File: src/rtl/stopwatch_bcd_if.sv
// rtl/stopwatch_bcd_if.sv - control inputs and BCD display outputs of the stopwatch
// lap exists only when LAP_HOLD_EN is defined.
interface stopwatch_bcd_if;
   logic       slowed_clk;
   logic       start_stop;
   logic       clear;
`ifdef LAP_HOLD_EN
   logic       lap;
`endif
   logic [3:0] sec_ones;
   logic [3:0] sec_tens;
   logic [3:0] min_ones;
   logic [3:0] min_tens;
   logic       running;
   logic       wrap;

   modport master (
`ifdef LAP_HOLD_EN
      output lap,
`endif
      output slowed_clk, start_stop, clear,
      input  sec_ones, sec_tens, min_ones, min_tens, running, wrap
   );

   modport slave (
`ifdef LAP_HOLD_EN
      input  lap,
`endif
      input  slowed_clk, start_stop, clear,
      output sec_ones, sec_tens, min_ones, min_tens, running, wrap
   );
endinterface

File: src/rtl/stopwatch_bcd.sv
// rtl/stopwatch_bcd.sv - mm:ss BCD stopwatch counting slowed_clk rising edges
// LAP_HOLD_EN adds a lap input that freezes the displayed digits while counting continues.
module stopwatch_bcd #(
   parameter int unsigned TICKS_PER_SEC = 1,
   parameter int unsigned MIN_LIMIT     = 59
) (
   input  logic           clk,
   input  logic           rst_n,
   stopwatch_bcd_if.slave bus
);
   localparam logic [7:0] PRESC_MAX = 8'(TICKS_PER_SEC - 1);
   localparam logic [3:0] LIM_TENS  = 4'(MIN_LIMIT / 10);
   localparam logic [3:0] LIM_ONES  = 4'(MIN_LIMIT % 10);

   typedef enum logic [1:0] {IDLE, RUN, PAUSE} state_e;

   state_e     state_q, state_d;
   logic       slowed_d_q;
   logic [7:0] presc_q, presc_d;
   logic [3:0] sec_ones_q, sec_ones_d, sec_tens_q, sec_tens_d;
   logic [3:0] min_ones_q, min_ones_d, min_tens_q, min_tens_d;
   logic       wrap_q, wrap_d;
   logic       tick, count_tick, sec_pulse;
   logic [15:0] live, shown;

   assign tick       = bus.slowed_clk & ~slowed_d_q;
   assign count_tick = tick & (state_q == RUN) & ~bus.clear;
   assign sec_pulse  = count_tick & (presc_q == PRESC_MAX);
   assign live       = {min_tens_q, min_ones_q, sec_tens_q, sec_ones_q};

   always_comb begin
      state_d = state_q;
      if (bus.clear) begin
         state_d = IDLE;
      end else if (bus.start_stop) begin
         state_d = (state_q == RUN) ? PAUSE : RUN;
      end
   end

   // Carry chain resolves fully in one cycle so outputs never show a non-BCD digit.
   always_comb begin
      presc_d    = presc_q;
      sec_ones_d = sec_ones_q;
      sec_tens_d = sec_tens_q;
      min_ones_d = min_ones_q;
      min_tens_d = min_tens_q;
      wrap_d     = 1'b0;
      if (bus.clear) begin
         presc_d    = '0;
         sec_ones_d = '0;
         sec_tens_d = '0;
         min_ones_d = '0;
         min_tens_d = '0;
      end else if (count_tick) begin
         presc_d = sec_pulse ? 8'd0 : presc_q + 8'd1;
         if (sec_pulse) begin
            if (sec_ones_q != 4'd9) begin
               sec_ones_d = sec_ones_q + 4'd1;
            end else begin
               sec_ones_d = '0;
               if (sec_tens_q != 4'd5) begin
                  sec_tens_d = sec_tens_q + 4'd1;
               end else begin
                  sec_tens_d = '0;
                  if (min_tens_q == LIM_TENS && min_ones_q == LIM_ONES) begin
                     min_ones_d = '0;
                     min_tens_d = '0;
                     wrap_d     = 1'b1;
                  end else if (min_ones_q != 4'd9) begin
                     min_ones_d = min_ones_q + 4'd1;
                  end else begin
                     min_ones_d = '0;
                     min_tens_d = min_tens_q + 4'd1;
                  end
               end
            end
         end
      end
   end

   // slowed_d resets high so a slowed_clk already high at release is not a tick.
   always_ff @(posedge clk or negedge rst_n) begin
      if (!rst_n) begin
         state_q    <= IDLE;
         slowed_d_q <= 1'b1;
         presc_q    <= '0;
         sec_ones_q <= '0;
         sec_tens_q <= '0;
         min_ones_q <= '0;
         min_tens_q <= '0;
         wrap_q     <= 1'b0;
      end else begin
         state_q    <= state_d;
         slowed_d_q <= bus.slowed_clk;
         presc_q    <= presc_d;
         sec_ones_q <= sec_ones_d;
         sec_tens_q <= sec_tens_d;
         min_ones_q <= min_ones_d;
         min_tens_q <= min_tens_d;
         wrap_q     <= wrap_d;
      end
   end

`ifdef LAP_HOLD_EN
   logic        hold_q, hold_d;
   logic [15:0] disp_q, disp_d;

   always_comb begin
      hold_d = hold_q;
      disp_d = disp_q;
      if (bus.clear) begin
         hold_d = 1'b0;
      end else if (bus.lap && state_q == RUN) begin
         hold_d = ~hold_q;
         if (!hold_q) begin
            disp_d = live;
         end
      end
   end

   always_ff @(posedge clk or negedge rst_n) begin
      if (!rst_n) begin
         hold_q <= 1'b0;
         disp_q <= '0;
      end else begin
         hold_q <= hold_d;
         disp_q <= disp_d;
      end
   end

   assign shown = hold_q ? disp_q : live;
`else
   assign shown = live;
`endif

   assign {bus.min_tens, bus.min_ones, bus.sec_tens, bus.sec_ones} = shown;
   assign bus.running = (state_q == RUN);
   assign bus.wrap    = wrap_q;
endmodule

File: src/flat_wrapper.sv
// flat-port wrapper written by rule: the top's interface ports become plain ports
module stopwatch_bcd_flat 
#(
   parameter int unsigned TICKS_PER_SEC = 1,
   parameter int unsigned MIN_LIMIT     = 59
)
  (clk, rst_n, bus_slowed_clk, bus_start_stop, bus_clear, bus_sec_ones, bus_sec_tens, bus_min_ones, bus_min_tens, bus_running, bus_wrap);
  stopwatch_bcd_if bus_i ();
  input  logic clk;
  input  logic rst_n;
  input wire logic [$bits(bus_i.slowed_clk)-1:0] bus_slowed_clk;
  input wire logic [$bits(bus_i.start_stop)-1:0] bus_start_stop;
  input wire logic [$bits(bus_i.clear)-1:0] bus_clear;
  output wire logic [$bits(bus_i.sec_ones)-1:0] bus_sec_ones;
  output wire logic [$bits(bus_i.sec_tens)-1:0] bus_sec_tens;
  output wire logic [$bits(bus_i.min_ones)-1:0] bus_min_ones;
  output wire logic [$bits(bus_i.min_tens)-1:0] bus_min_tens;
  output wire logic [$bits(bus_i.running)-1:0] bus_running;
  output wire logic [$bits(bus_i.wrap)-1:0] bus_wrap;
  assign bus_i.slowed_clk = bus_slowed_clk;
  assign bus_i.start_stop = bus_start_stop;
  assign bus_i.clear = bus_clear;
  assign bus_sec_ones = bus_i.sec_ones;
  assign bus_sec_tens = bus_i.sec_tens;
  assign bus_min_ones = bus_i.min_ones;
  assign bus_min_tens = bus_i.min_tens;
  assign bus_running = bus_i.running;
  assign bus_wrap = bus_i.wrap;
  stopwatch_bcd #(.TICKS_PER_SEC(TICKS_PER_SEC), .MIN_LIMIT(MIN_LIMIT)) u_core (.clk(clk), .rst_n(rst_n), .bus(bus_i));
endmodule
File: config.mk
export PLATFORM = sky130hd
export DESIGN_NAME = stopwatch_bcd_flat
export DESIGN_NICKNAME = d
export VERILOG_FILES = /design/src/rtl/stopwatch_bcd_if.sv /design/src/rtl/stopwatch_bcd.sv /design/src/flat_wrapper.sv
export SDC_FILE = /design/constraint.sdc
export NUM_CORES = 1
export LEC_CHECK = 0
export ABC_AREA = 1
export CORE_ASPECT_RATIO = 0.75
export CORE_UTILIZATION = 54
export DETAILED_ROUTE_END_ITERATION = 10
export PLACE_DENSITY = 0.79
export SYNTH_ARGS = -nofsm -noshare
export SYNTH_HDL_FRONTEND = slang
export SYNTH_SLANG_ARGS = --single-unit
File: constraint.sdc
create_clock -name clk -period 1.6 [get_ports clk]
set_input_delay 0.32 -clock clk [delete_from_list [all_inputs] [get_ports clk]]
set_output_delay 0.32 -clock clk [all_outputs]
set_load 0.005 [all_outputs]
==> flow_summary.yaml, run 1 <==
synth:
  ys.flop_type: "dfrtp_1"
  avgSynthCellArea_um2: 8.117
  synth_top_area_share_pct: 41.00
  syn_inst: 203
  synth-edff-count: 0
  synth_fp_nets: 218
  yosysTopAreaCell: "dfrtp_1"
  ys_top_cells_by_area: "dfrtp_1 41%, nand2_1 10%, ha_1 7.6%"
  ys_seq_area_share_pct: 42.60
  yosys_warnings: 0
  mappedNetlistArea_um2: 1648
  synthDistinctLibCells: 28
  async_reset_ff_share_pct: 100.0
  synth_seq_cells: 28
clock_network:
  max-clock-path-buffers: 2
  h-tree-depth: 1
  worstSkewPairLatency_ns: 0.28
  hold_buffers: 0
  path_clk_slew_ns: 0.09
  numCtsBuffers: 3
  cts-root-buf: "clkbuf_8"
  cts_sinks: 28
  cts_tree: "built"
power_and_ir_drop:
  p_int_mw: 1.177
  vdd_drop_max_mv: 0.4848
  leakage_nw: 1.032
  p_seq_share_pct: 50.3
  sw_frac_of_total_pct: 29.79
  combPwrFrac_pct: 25.9
  cellPowerDensity_nw_per_um2: 770.3
  pwr-share-clk_pct: 23.8
  p_switching_uw: 499.3
  total_power_mw: 1.676
detailed_routing:
  drt_iter0_drc: 122
  via_count: 1521
  routed_wl_um: 3923
  viasPerCell: 5.318
  dr.pass1.iters: 4
  ant_nets: 0
  drc: 0
  wire_per_inst_um: 13.72
timing:
  hold_ws_ns: 0.3354
  finalSetupViolCount: 0
  finalHoldViolCount: 0
  relSlewSlack_pct: 71.74
  fin_crit_sh_pct: 98.46
  fin_crit_ns: 1.575
  rsz0062_at_grt: "yes"
  timing.final.ws_setup_ns: 0.02464
  max_clock_freq_ghz: 0.6348
  clock_skew_ns: 0.001792
  slew_viol_final: 0
  fin_setup_tns_ns: 0
  max_slew.worst_pin.slew_ns: 0.4225
floorplan:
  io_pins: 23
  die_y_um: 49.84
  initial_core_util_pct: 60.08
  dieWidth_um: 65.79
  coreArea_um2: 2743
  dieArea_um2: 3279
  rows: 16
global_route:
  grt_pass1_wl_um: 6437
  grt_max_degree: 16
  antenna_found_initial: 0
  grtUsageTotal_pct: 26.05
  grt_pass1_vias: 1421
  grt_overflow: 0
critical_path:
  worst_r2r_path_depth: 9
  cpPeakStageDelay_ns: 0.53
  r2r_slack_ns: 0.08
  path_class: "reg2out"
  crit_chain: "clkdlybuf4s50_1"
  r2r-end: "u_core.bus.sec_ones[1]$_DFFE_PN0P_"
  critPathTopFamily: "buffers and inverters"
  required_ns: 1.28
  r2r-start: "u_core.presc_q[0]$_DFFE_PN0P_"
  crit_slowest_cell: "clkdlybuf4s50_1"
  cp-endpoint: "bus_sec_ones[3]"
  setup.worst_path.start: "u_core.bus.sec_ones[3]$_DFFE_PN0P_"
  start_kind: "register"
  cp.depth: 1
  critPathCaptureType: "primary output"
  crit_buf_inv: 1
  crit_fanout: 4
  arrival_ns: 1.26
layout:
  final_cell_mix: "46 x nand2_1, 26 x inv_1, 23 x dfrtp_1"
  instances_no_fill: 286
  syn2layout_area_growth_pct: 32.04
  fin_area_um2: 2176
  nets: 266
  layout_commonest_cell: "nand2_1"
  diodes: 0
  fin_util_pct: 79.33
  drive_above_1_share_pct: 21.20
placement:
  place_hpwl_um: 2873
  preCtsSetupSlack_ns: -0.1369
  finalWeightedCongestion: 0.8680
  dpl_cell_area_um2: 2044
  io_buffers: 22
  post-place-cells: 277
min_path:
  hold_path_class: "in2async"
run_status:
  status: "completed"
flow_run:
  drv_cap: 0
-- power groups by stage --
stage          combinational (mW)  clock, mW  sequential (mW)
6_report                    0.434      0.400            0.842
5_1_grt                     0.490      0.425            0.853
4_1_cts                     0.409      0.402            0.840
3_5_place_dp                0.405          0            0.854
3_3_place_gp                0.388          0            0.846
2_1_floorplan               0.184          0            0.846
-- cells by family (layout without fill, tap and decap cells) --
family | Yosys count | count (layout) | share of synthesized area [%]
DFF | 28 | 28 | 42.60
xor gates and xnor gates | 7 | 7 | 3.721
and+or+nand+nor | 105 | 105 | 30.52
AOI/OAI and AO/OA | 24 | 24 | 8.277
buffers and inverters | 29 | 76 | 7.289
adders and majority gates | 10 | 10 | 7.593
-- cell usage after synthesis, types with 4 or more instances --
| cell type | number |
|---|---|
| inv_1 | 26 |
| o21ai_1 | 4 |
| ha_1 | 10 |
| nand4_1 | 7 |
| dfrtp_1 | 27 |
| nand2_1 | 46 |
| a21oi_1 | 5 |
| nor3_1 | 4 |
| o21ai_0 | 12 |
| xor2_1 | 5 |
| nor2_1 | 19 |
| nand3_1 | 15 |
-- cell type report --
type	instances	area [µm²]
flip-flops and latches	28	706.9
inverters	27	103.9
repair buffers	45	402.9
fillers	189	566.8
well taps	36	45.04
multi-input cells	146	872.1
clock buffers	4	45.04
-- what timing repair did --
item	in CTS	in global routing
pin swaps	1	1
endpoints found under the setup margin	9	24
cloned	0	0
buffers inserted	1	4
resized for setup	6	12
-- how the worst min path moves through the flow --
| stage | startpoint | endpoint | slack, ns | cells past startpoint |
|---|---|---|---|---|
| after floorplan | rst_n | u_core.bus.min_ones[0]$_DFFE_PN0P_ | 0.02 | 0 |
| after global placement | u_core.state_q[1]$_DFFE_PN0P_ | u_core.state_q[1]$_DFFE_PN0P_ | 0.53 | 2 |
| after detailed placement | u_core.state_q[1]$_DFFE_PN0P_ | u_core.state_q[1]$_DFFE_PN0P_ | 0.55 | 2 |
| after CTS | rst_n | u_core.bus.sec_tens[1]$_DFFE_PN0P_ | 0.35 | 1 |
| after global routing | rst_n | u_core.state_q[0]$_DFFE_PN0P_ | 0.36 | 1 |
| final | rst_n | u_core.state_q[0]$_DFFE_PN0P_ | 0.34 | 1 |
-- metal layers --
layer	track usage (%)	vias to the layer above	wire length, µm
li1	-	748	-
met1	35.94	728	1784
met3	4.861	8	191
met2	42.18	37	1900
met5	0	-	0
met4	5.797	0	46
-- sequential cells by signal (all words and copies together), names as in the netlist --
register	count
u_core.bus.min_ones	4
u_core.bus.min_tens	4
u_core.bus.sec_ones	4
u_core.bus.sec_tens	4
u_core.bus.wrap	1
u_core.presc_q	8
u_core.slowed_d_q	1
u_core.state_q	2
No activity file was read; power rests on OpenSTA's default activity.
==> run 2, diff against run 1 <==
--- a/config.mk
+++ b/config.mk
@@ -7,6 +7,7 @@
 export LEC_CHECK = 0
 export ABC_AREA = 1
 export CORE_ASPECT_RATIO = 0.75
+export CORE_MARGIN = 10
 export CORE_UTILIZATION = 54
 export DETAILED_ROUTE_END_ITERATION = 10
 export PLACE_DENSITY = 0.79
==> run 2 against run 1 <==
  * Via count down 2.7%
  * Count of clock-buffer cells in the layout unchanged
  * Hold slack better by 0.043 ns
  * First-iteration DRC count down 2.5%
  * Flip-flop and latch count unchanged
  * Combinational power up 2%
  * Register-to-register slack better by 0.03 ns
  * Power up 3.2%
  * Global-route usage down 13 points
  * Clock skew up 0.0019 ns
  * Largest cell class unchanged
  * Highest routed layer unchanged
==> flow_summary.yaml, run 2 (same netlist as run 1, synthesis figures left out) <==
timing:
  max_clock_freq_ghz: 0.6423
  timing.final.ws_setup_ns: 0.04302
  finalHoldViolCount: 0
  finalSetupViolCount: 0
  hold_ws_ns: 0.3788
  slew_viol_final: 0
  clock_skew_ns: 0.003651
  max_slew.worst_pin.slew_ns: 0.2920
  fin_crit_ns: 1.557
  fin_crit_sh_pct: 97.31
  relSlewSlack_pct: 80.48
power_and_ir_drop:
  sw_frac_of_total_pct: 28.82
  vdd_drop_max_mv: 0.6417
  combPwrFrac_pct: 25.7
  cellPowerDensity_nw_per_um2: 789.2
  p_switching_uw: 498.3
  p_seq_share_pct: 48.4
  pwr-share-clk_pct: 25.9
  total_power_mw: 1.729
  p_int_mw: 1.231
  leakage_nw: 1.047
layout:
  instances_no_fill: 287
  nets: 265
  diodes: 0
  largest_register_ffs: 8
  syn2layout_area_growth_pct: 32.95
  largest_register: "u_core.presc_q"
  layout_commonest_cell: "nand2_1"
  fin_util_pct: 74.64
  drive_above_1_share_pct: 22.49
  final_cell_mix: "46 x nand2_1, 25 x inv_1, 20 x clkdlybuf4s50_1, 20 x dfrtp_1, 19 x buf_4"
placement:
  place_hpwl_um: 2713
  post-place-cells: 277
  preCtsSetupSlack_ns: -0.1374
  finalWeightedCongestion: 0.8627
  io_buffers: 22
critical_path:
  arrival_ns: 1.24
  crit_buf_inv: 1
  r2r_slack_ns: 0.11
  setup.worst_path.start: "u_core.bus.sec_tens[3]$_DFFE_PN0P_"
  r2r-start: "u_core.bus.sec_ones[1]$_DFFE_PN0P_"
  required_ns: 1.28
  cp.depth: 1
  r2r-end: "u_core.bus.min_tens[1]$_DFFE_PN0P_"
  crit_slowest_cell: "clkdlybuf4s50_1"
  start_kind: "register"
  cpPeakStageDelay_ns: 0.53
  path_class: "reg2out"
  critPathTopFamily: "buffers and inverters"
  critPathCaptureType: "primary output"
  crit_chain: "clkdlybuf4s50_1"
  crit_fanout: 4
  cp-endpoint: "bus_sec_tens[3]"
  worst_r2r_path_depth: 7
detailed_routing:
  viasPerCell: 5.157
  wire_per_inst_um: 13.10
  drt_iter0_drc: 119
  via_count: 1480
  routed_wl_um: 3759
  drc: 0
  ant_nets: 0
  dr.pass1.iters: 4
floorplan:
  dieWidth_um: 83.79
  rows: 17
  die_y_um: 67.84
  io_pins: 23
  coreArea_um2: 2935
  initial_core_util_pct: 56.14
  dieArea_um2: 5684
run_status:
  status: "completed"
global_route:
  grt_max_degree: 29
  grt_overflow: 0
  grt_pass1_wl_um: 6292
  grt_pass1_vias: 1431
  antenna_found_initial: 0
  grtUsageTotal_pct: 13.01
clock_network:
  h-tree-depth: 1
  numCtsBuffers: 3
  cts-root-buf: "clkbuf_8"
  cts_sinks: 28
  cts_tree: "built"
  path_clk_slew_ns: 0.09
  max-clock-path-buffers: 2
  worstSkewPairLatency_ns: 0.28
  hold_buffers: 0
flow_run:
  drv_cap: 0
min_path:
  hold_path_class: "in2async"
run 2: cell types whose count changed in the layout (fill, tap and decap cells not counted), sizes merged:
| cell | delta |
|---|---|
| buf | -2 |
| dlygate4sd2 | -1 |
| dlymetal6s2s | +1 |
| nand2 | +1 |
run 2: area by class of cell:
type | instances | area [µm²]
repair buffers | 43 | 395.4
multi-input cells | 147 | 878.3
well taps | 38 | 47.55
inverters | 27 | 103.9
clock buffers | 4 | 55.05
flip-flops and latches | 28 | 710.7
fillers | 210 | 744.5
run 2: how the worst min path moves through the flow:
stage / start / to / slack (ns) / depth (start not counted)
after floorplan: rst_n / u_core.bus.min_ones[0]$_DFFE_PN0P_ / 0.02 / 0
after global placement: u_core.bus.min_tens[3]$_DFFE_PN0P_ / u_core.bus.min_tens[3]$_DFFE_PN0P_ / 0.54 / 2
after detailed placement: u_core.state_q[1]$_DFFE_PN0P_ / u_core.state_q[1]$_DFFE_PN0P_ / 0.53 / 2
after CTS: rst_n / u_core.presc_q[1]$_DFFE_PN0P_ / 0.39 / 2
after global routing: rst_n / u_core.presc_q[1]$_DFFE_PN0P_ / 0.41 / 2
final: rst_n / u_core.presc_q[2]$_DFFE_PN0P_ / 0.38 / 2
run 2: power by group through the flow:
stage / Sequential (mW) / Combinational, mW / Clock [mW]
6_report: 0.836 / 0.444 / 0.449
5_1_grt: 0.850 / 0.511 / 0.476
4_1_cts: 0.831 / 0.420 / 0.454
3_5_place_dp: 0.846 / 0.413 / 0
3_3_place_gp: 0.846 / 0.400 / 0
2_1_floorplan: 0.846 / 0.184 / 0
run 2: layer usage:
| layer | vias up | share of wire (%) | routed length (µm) | GRT usage, % |
|---|---|---|---|---|
| met5 | - | 0 | 0 | 0 |
| met1 | 679 | 45 | 1692 | 16.28 |
| met3 | 7 | 6.9 | 261 | 5.219 |
| met4 | 0 | 0.98 | 37 | 2.917 |
| met2 | 37 | 47 | 1768 | 20.90 |
| li1 | 757 | - | - | - |
run 2: stage by stage:
stage               setup TNS (ns)  area (µm²)
floorplan                        0        1648
global placement           -0.9998        2032
detailed placement          -2.033        2032
CTS                              0        2097
global route             -0.007477        2191
finish                           0        2191
run 2: what timing repair did:
| action | in CTS | in global routing |
|---|---|---|
| endpoints found under the setup margin | 3 | 28 |
| resized for setup | 3 | 18 |
| pin swaps | 0 | 3 |
| setup buffers | 1 | 4 |
| gates cloned | 0 | 1 |
